<file path="src/rtl/decoder_rr_arbiter_if.sv">
// decoder_rr_arbiter_if: request/release inputs and decoder select/grant outputs of the arbiter
interface decoder_rr_arbiter_if;
  logic [7:0] req;
  logic       done;
  logic [2:0] sel;
  logic       en;
  logic [7:0] gnt_n;
  logic       busy;
  modport master (output req, done, input sel, en, gnt_n, busy);
  modport slave (input req, done, output sel, en, gnt_n, busy);
endinterface

</file>
<file path="src/rtl/decoder_rr_arbiter.sv">
// decoder_rr_arbiter: round-robin 8-way arbiter driving a 3-to-8 decoder, bounded grants with a one-cycle gap
module decoder_rr_arbiter #(
  parameter int MAX_HOLD = 4
) (
  input logic               clk,
  input logic               rst_n,
  decoder_rr_arbiter_if.slave bus
);
  typedef enum logic [1:0] {IDLE, GRANT, GAP} state_t;
  state_t     state, state_nx;
  logic [2:0] last_idx, last_nx, sel_nx, win;
  logic [7:0] hold_cnt, hold_nx, gnt_nx;
  logic       any_req, release_now, en_nx, busy_nx;
  assign any_req     = |bus.req;
  assign release_now = bus.done || !bus.req[bus.sel] || hold_cnt == 8'(MAX_HOLD - 1);
  // scan farthest offset first so the nearest requester after last_idx wins
  always_comb begin
    win = last_idx;
    for (int k = 8; k >= 1; k--)
      if (bus.req[last_idx + 3'(k)]) win = last_idx + 3'(k);
  end
  always_ff @(posedge clk or negedge rst_n)
    if (!rst_n) begin
      state     <= IDLE;
      last_idx  <= 3'd7;
      hold_cnt  <= '0;
      bus.sel   <= '0;
      bus.en    <= 1'b0;
      bus.gnt_n <= 8'hFF;
      bus.busy  <= 1'b0;
    end else begin
      state     <= state_nx;
      last_idx  <= last_nx;
      hold_cnt  <= hold_nx;
      bus.sel   <= sel_nx;
      bus.en    <= en_nx;
      bus.gnt_n <= gnt_nx;
      bus.busy  <= busy_nx;
    end
  always_comb begin
    state_nx = state;
    sel_nx   = bus.sel;
    last_nx  = last_idx;
    hold_nx  = hold_cnt;
    case (state)
      IDLE: begin
        state_nx = any_req ? GRANT : IDLE;
        sel_nx   = any_req ? win : bus.sel;
        hold_nx  = '0;
      end
      GRANT: begin
        state_nx = release_now ? GAP : GRANT;
        last_nx  = release_now ? bus.sel : last_idx;
        hold_nx  = release_now ? hold_cnt : hold_cnt + 8'd1;
      end
      GAP: begin
        state_nx = any_req ? GRANT : IDLE;
        sel_nx   = any_req ? win : bus.sel;
        hold_nx  = '0;
      end
      default: state_nx = IDLE;
    endcase
  end
  // outputs are registered, so they are decoded from the next state
  always_comb begin
    en_nx   = state_nx == GRANT;
    busy_nx = state_nx != IDLE;
    gnt_nx  = en_nx ? ~(8'b1 << sel_nx) : 8'hFF;
  end
endmodule

</file>
<file path="src/flat_wrapper.sv">
// flat-port wrapper written by rule: the top's interface ports become plain ports
module decoder_rr_arbiter_flat 
#(
  parameter int MAX_HOLD = 4
)
  (clk, rst_n, bus_req, bus_done, bus_sel, bus_en, bus_gnt_n, bus_busy);
  decoder_rr_arbiter_if bus_i ();
  input logic clk;
  input logic rst_n;
  input wire logic [$bits(bus_i.req)-1:0] bus_req;
  input wire logic [$bits(bus_i.done)-1:0] bus_done;
  output wire logic [$bits(bus_i.sel)-1:0] bus_sel;
  output wire logic [$bits(bus_i.en)-1:0] bus_en;
  output wire logic [$bits(bus_i.gnt_n)-1:0] bus_gnt_n;
  output wire logic [$bits(bus_i.busy)-1:0] bus_busy;
  assign bus_i.req = bus_req;
  assign bus_i.done = bus_done;
  assign bus_sel = bus_i.sel;
  assign bus_en = bus_i.en;
  assign bus_gnt_n = bus_i.gnt_n;
  assign bus_busy = bus_i.busy;
  decoder_rr_arbiter #(.MAX_HOLD(MAX_HOLD)) u_core (.clk(clk), .rst_n(rst_n), .bus(bus_i));
endmodule
</file>
<file path="config.mk">
export PLATFORM = sky130hd
export DESIGN_NAME = decoder_rr_arbiter_flat
export DESIGN_NICKNAME = d
export VERILOG_FILES = /design/src/rtl/decoder_rr_arbiter_if.sv /design/src/rtl/decoder_rr_arbiter.sv /design/src/flat_wrapper.sv
export SDC_FILE = /design/constraint.sdc
export NUM_CORES = 1
export LEC_CHECK = 0
export CORE_UTILIZATION = 45
export DETAILED_ROUTE_END_ITERATION = 8
export PLACE_DENSITY_LB_ADDON = 0.3
export SYNTH_ARGS = -nofsm -noshare
export SYNTH_HDL_FRONTEND = slang
export SYNTH_SLANG_ARGS = --single-unit
</file>
<file path="constraint.sdc">
create_clock -name clk -period 3.1 [get_ports clk]
set_input_delay 0.31 -clock clk [delete_from_list [all_inputs] [get_ports clk]]
set_output_delay 0.31 -clock clk [all_outputs]
set_load 0.1 [all_outputs]
</file>
==> qor.yml <==
routing:
  viasPerCell: 6.10
  drt_iter0_markers: 111
  dr.pass1.iters: 4
  drc: 0
  ant_nets: 0
  vias: 1719
  routedWlPerCell_um: 16.9
  drt_wl_total_um: 4770
die:
  ios: 24
  die-area_mm2: 0.00469
  start_util_pct: 48.4
  rows: 23
  die_w_um: 68.5
  core_area_mm2: 0.00412
  die_h_um: 68.5
clock_network:
  cts-root-buf: "clkbuf_8"
  ctsHoldBuffers: 0
  clk_latency_ps: 270
  tritoncts: "built"
  clkSinkCount: 26
  cts-root-to-sink-buffers: 2
  cts-buffers-inserted: 3
  path_clk_slew_ps: 90
  htree_levels: 1
setup_path:
  cp-end-kind: "register"
  worstSetupStartpointType: "register"
  critical_path_required_ps: 3320
  critPathArrivalTime_ps: 3280
  path_max_fanout: 8
  crit_type: "reg2reg"
timing:
  min_period_over_period_pct: 98.8
  setup_ws_ps: 38.0
  setup_viol: 0
  slew_headroom_pct: 32.2
  worst_slew_pin_slew_ps: 1010
  tns_ps: 0
  max_freq_mhz: 327
  fin_hold_ws_ps: 540
  hold_viol_final: 0
  fin_skew_ps: 3.95
  final.min_clock_period_ps: 3060
  drv_slew: 0
  grt_setup_unrepaired: "true"
cells_and_area:
  fillers: 359
  nNetsFinal: 247
  syn2layout_area_growth_pct: 23.8
  regArea_um2: 664
  drive_above_1_share_pct: 32.8
  multiInputGateArea_mm2: 0.00131
  n_antenna_cell: 0
logic_synthesis:
  synthDistinctLibCells: 52
  yosysMostFrequentCell: "nand2_1"
  synth_top_area_share_pct: 18.9
  synth_seq_cells: 26
  synth_common_cells: "25 x nand2_1, 15 x dfrtp_1, 12 x mux4_2, 12 x nor2_1, 11 x dfstp_2"
  yosys-top-cells-area: "dfrtp_1 19%, dfstp_2 15%, mux4_2 14%"
  synth.avg_cell_area_um2: 10.0
  netlist_area_mm2: 0.00199
  synth_nets: 213
  yosysSeqAreaShare_pct: 33.4
  synth-edff-count: 0
  synth_flop_cell: "dfrtp_1"
  synthArstFlopShare_pct: 100
  yosysWarningCount: 0
  synth_top_area_cell: "dfrtp_1"
  syn_inst: 199
min_path:
  hp-class: "reg2reg"
grt:
  overflow: 0
  grt_pass1_vias: 1500
  antenna_found_initial: 0
  grt_use_total_pct: 20.6
  grt_pass1_wl_um: 7170
  grt_max_degree: 24
status:
  status: "finished clean"
placed_design:
  portBuffers: 23
  pre_cts_ws_ps: 21.2
  dp_hpwl_um: 3390
  gp_congestion: 0.904
job:
  cap_violations: 0
## metrics by stage
stage	util, %	cells	instance area (um^2)
after floorplan	-	199	2030
after global placement	55.9	272	2300
after detailed placement	55.9	272	2300
after CTS	57.6	276	2370
after global routing	59.9	282	2460
final	59.9	282	2460
## flip-flops by register name (all words and copies together), names as in the netlist
| name | count |
|---|---|
| u_core.bus.en | 1 |
| u_core.state | 2 |
| u_core.hold_cnt | 8 |
| u_core.bus.busy | 1 |
| u_core.last_idx | 3 |
| u_core.bus.sel | 3 |
| u_core.bus.gnt_n | 8 |
## worst paths after layout
kind | startpoint | cells after the start | slack [ps] | end
max | u_core.last_idx[0] | 8 | 40 | u_core.bus.gnt_n[4]
min | u_core.hold_cnt[0] | 1 | 540 | u_core.hold_cnt[0]
max reg2reg | u_core.last_idx[0] | 8 | 40 | u_core.bus.gnt_n[4]
min reg2reg | u_core.hold_cnt[0] | 1 | 540 | u_core.hold_cnt[0]
max in group asynchronous | rst_n | 2 | 1780 | u_core.bus.gnt_n[0]
min in group asynchronous | rst_n | 1 | 590 | u_core.hold_cnt[0]
## layer usage
layer / track usage (%) / vias up / share of wire (%)
met3: 1.64 / 7 / 5.9
met2: 33.6 / 60 / 46
li1: - / 832 / -
met4: 7.29 / 0 / 1.2
met5: 0 / - / 0
met1: 28.6 / 820 / 47
## critical path: stages, from the launching register on
cell	delay, ps
dfstp_2	610
clkinv_8	70
ha_4	330
mux4_2	560
mux2_4	340
a311oi_4	340
nor4_4	100
o41ai_4	450
nand2b_4	210
## what timing repair did
item                                    in CTS  in global routing
gates resized for setup                      0                  7
endpoints found under the setup margin       0                  8
buffers inserted                             0                  5
## cell families after synthesis
family,Yosys count,share of synthesized area [%]
and+or+nand+nor,78,19.5
AOI/OAI and AO/OA,47,18.5
DFF,26,33.4
muxes,23,20.0
buffers and inverters,17,4.46
xor gates and xnor gates,5,2.20
adders and majority gates,3,1.89
## area by class of cell
cell class | instances | area share [%]
clock buffers | 3 | 1.68
clock inverters | 1 | 1.22
inverters | 7 | 1.57
well taps | 50 | 2.54
flip-flops and latches | 26 | 27.0
repair buffers | 38 | 12.9
multi-input cells | 157 | 53.1
## cells in the final DEF, fill, tap and decap left out, drive strengths merged, types with 2 or more instances in the layout
cell type and instances:
buf 26, nand2 25, dfrtp 15, nor2 12, mux4 12, clkdlybuf4s50 12, dfstp 11, o21ai 10
nor3 9, mux2 8, nand2b 7, and2 7, inv 6, a21oi 5, nand3 4, nor4 4
nor2b 4, mux2i 3, o2111ai 3, a221o 3, xnor2 3, a211oi 3, a21boi 3, clkbuf 3
a311oi 3, ha 3, a31oi 2, xor2 2, a221oi 2, or3 2, a22oi 2, o311ai 2
o41ai 2
Power is left out: the tool's default activity adds up to more than one toggle a clock period on the data nets, which glitch-free logic cannot reach.
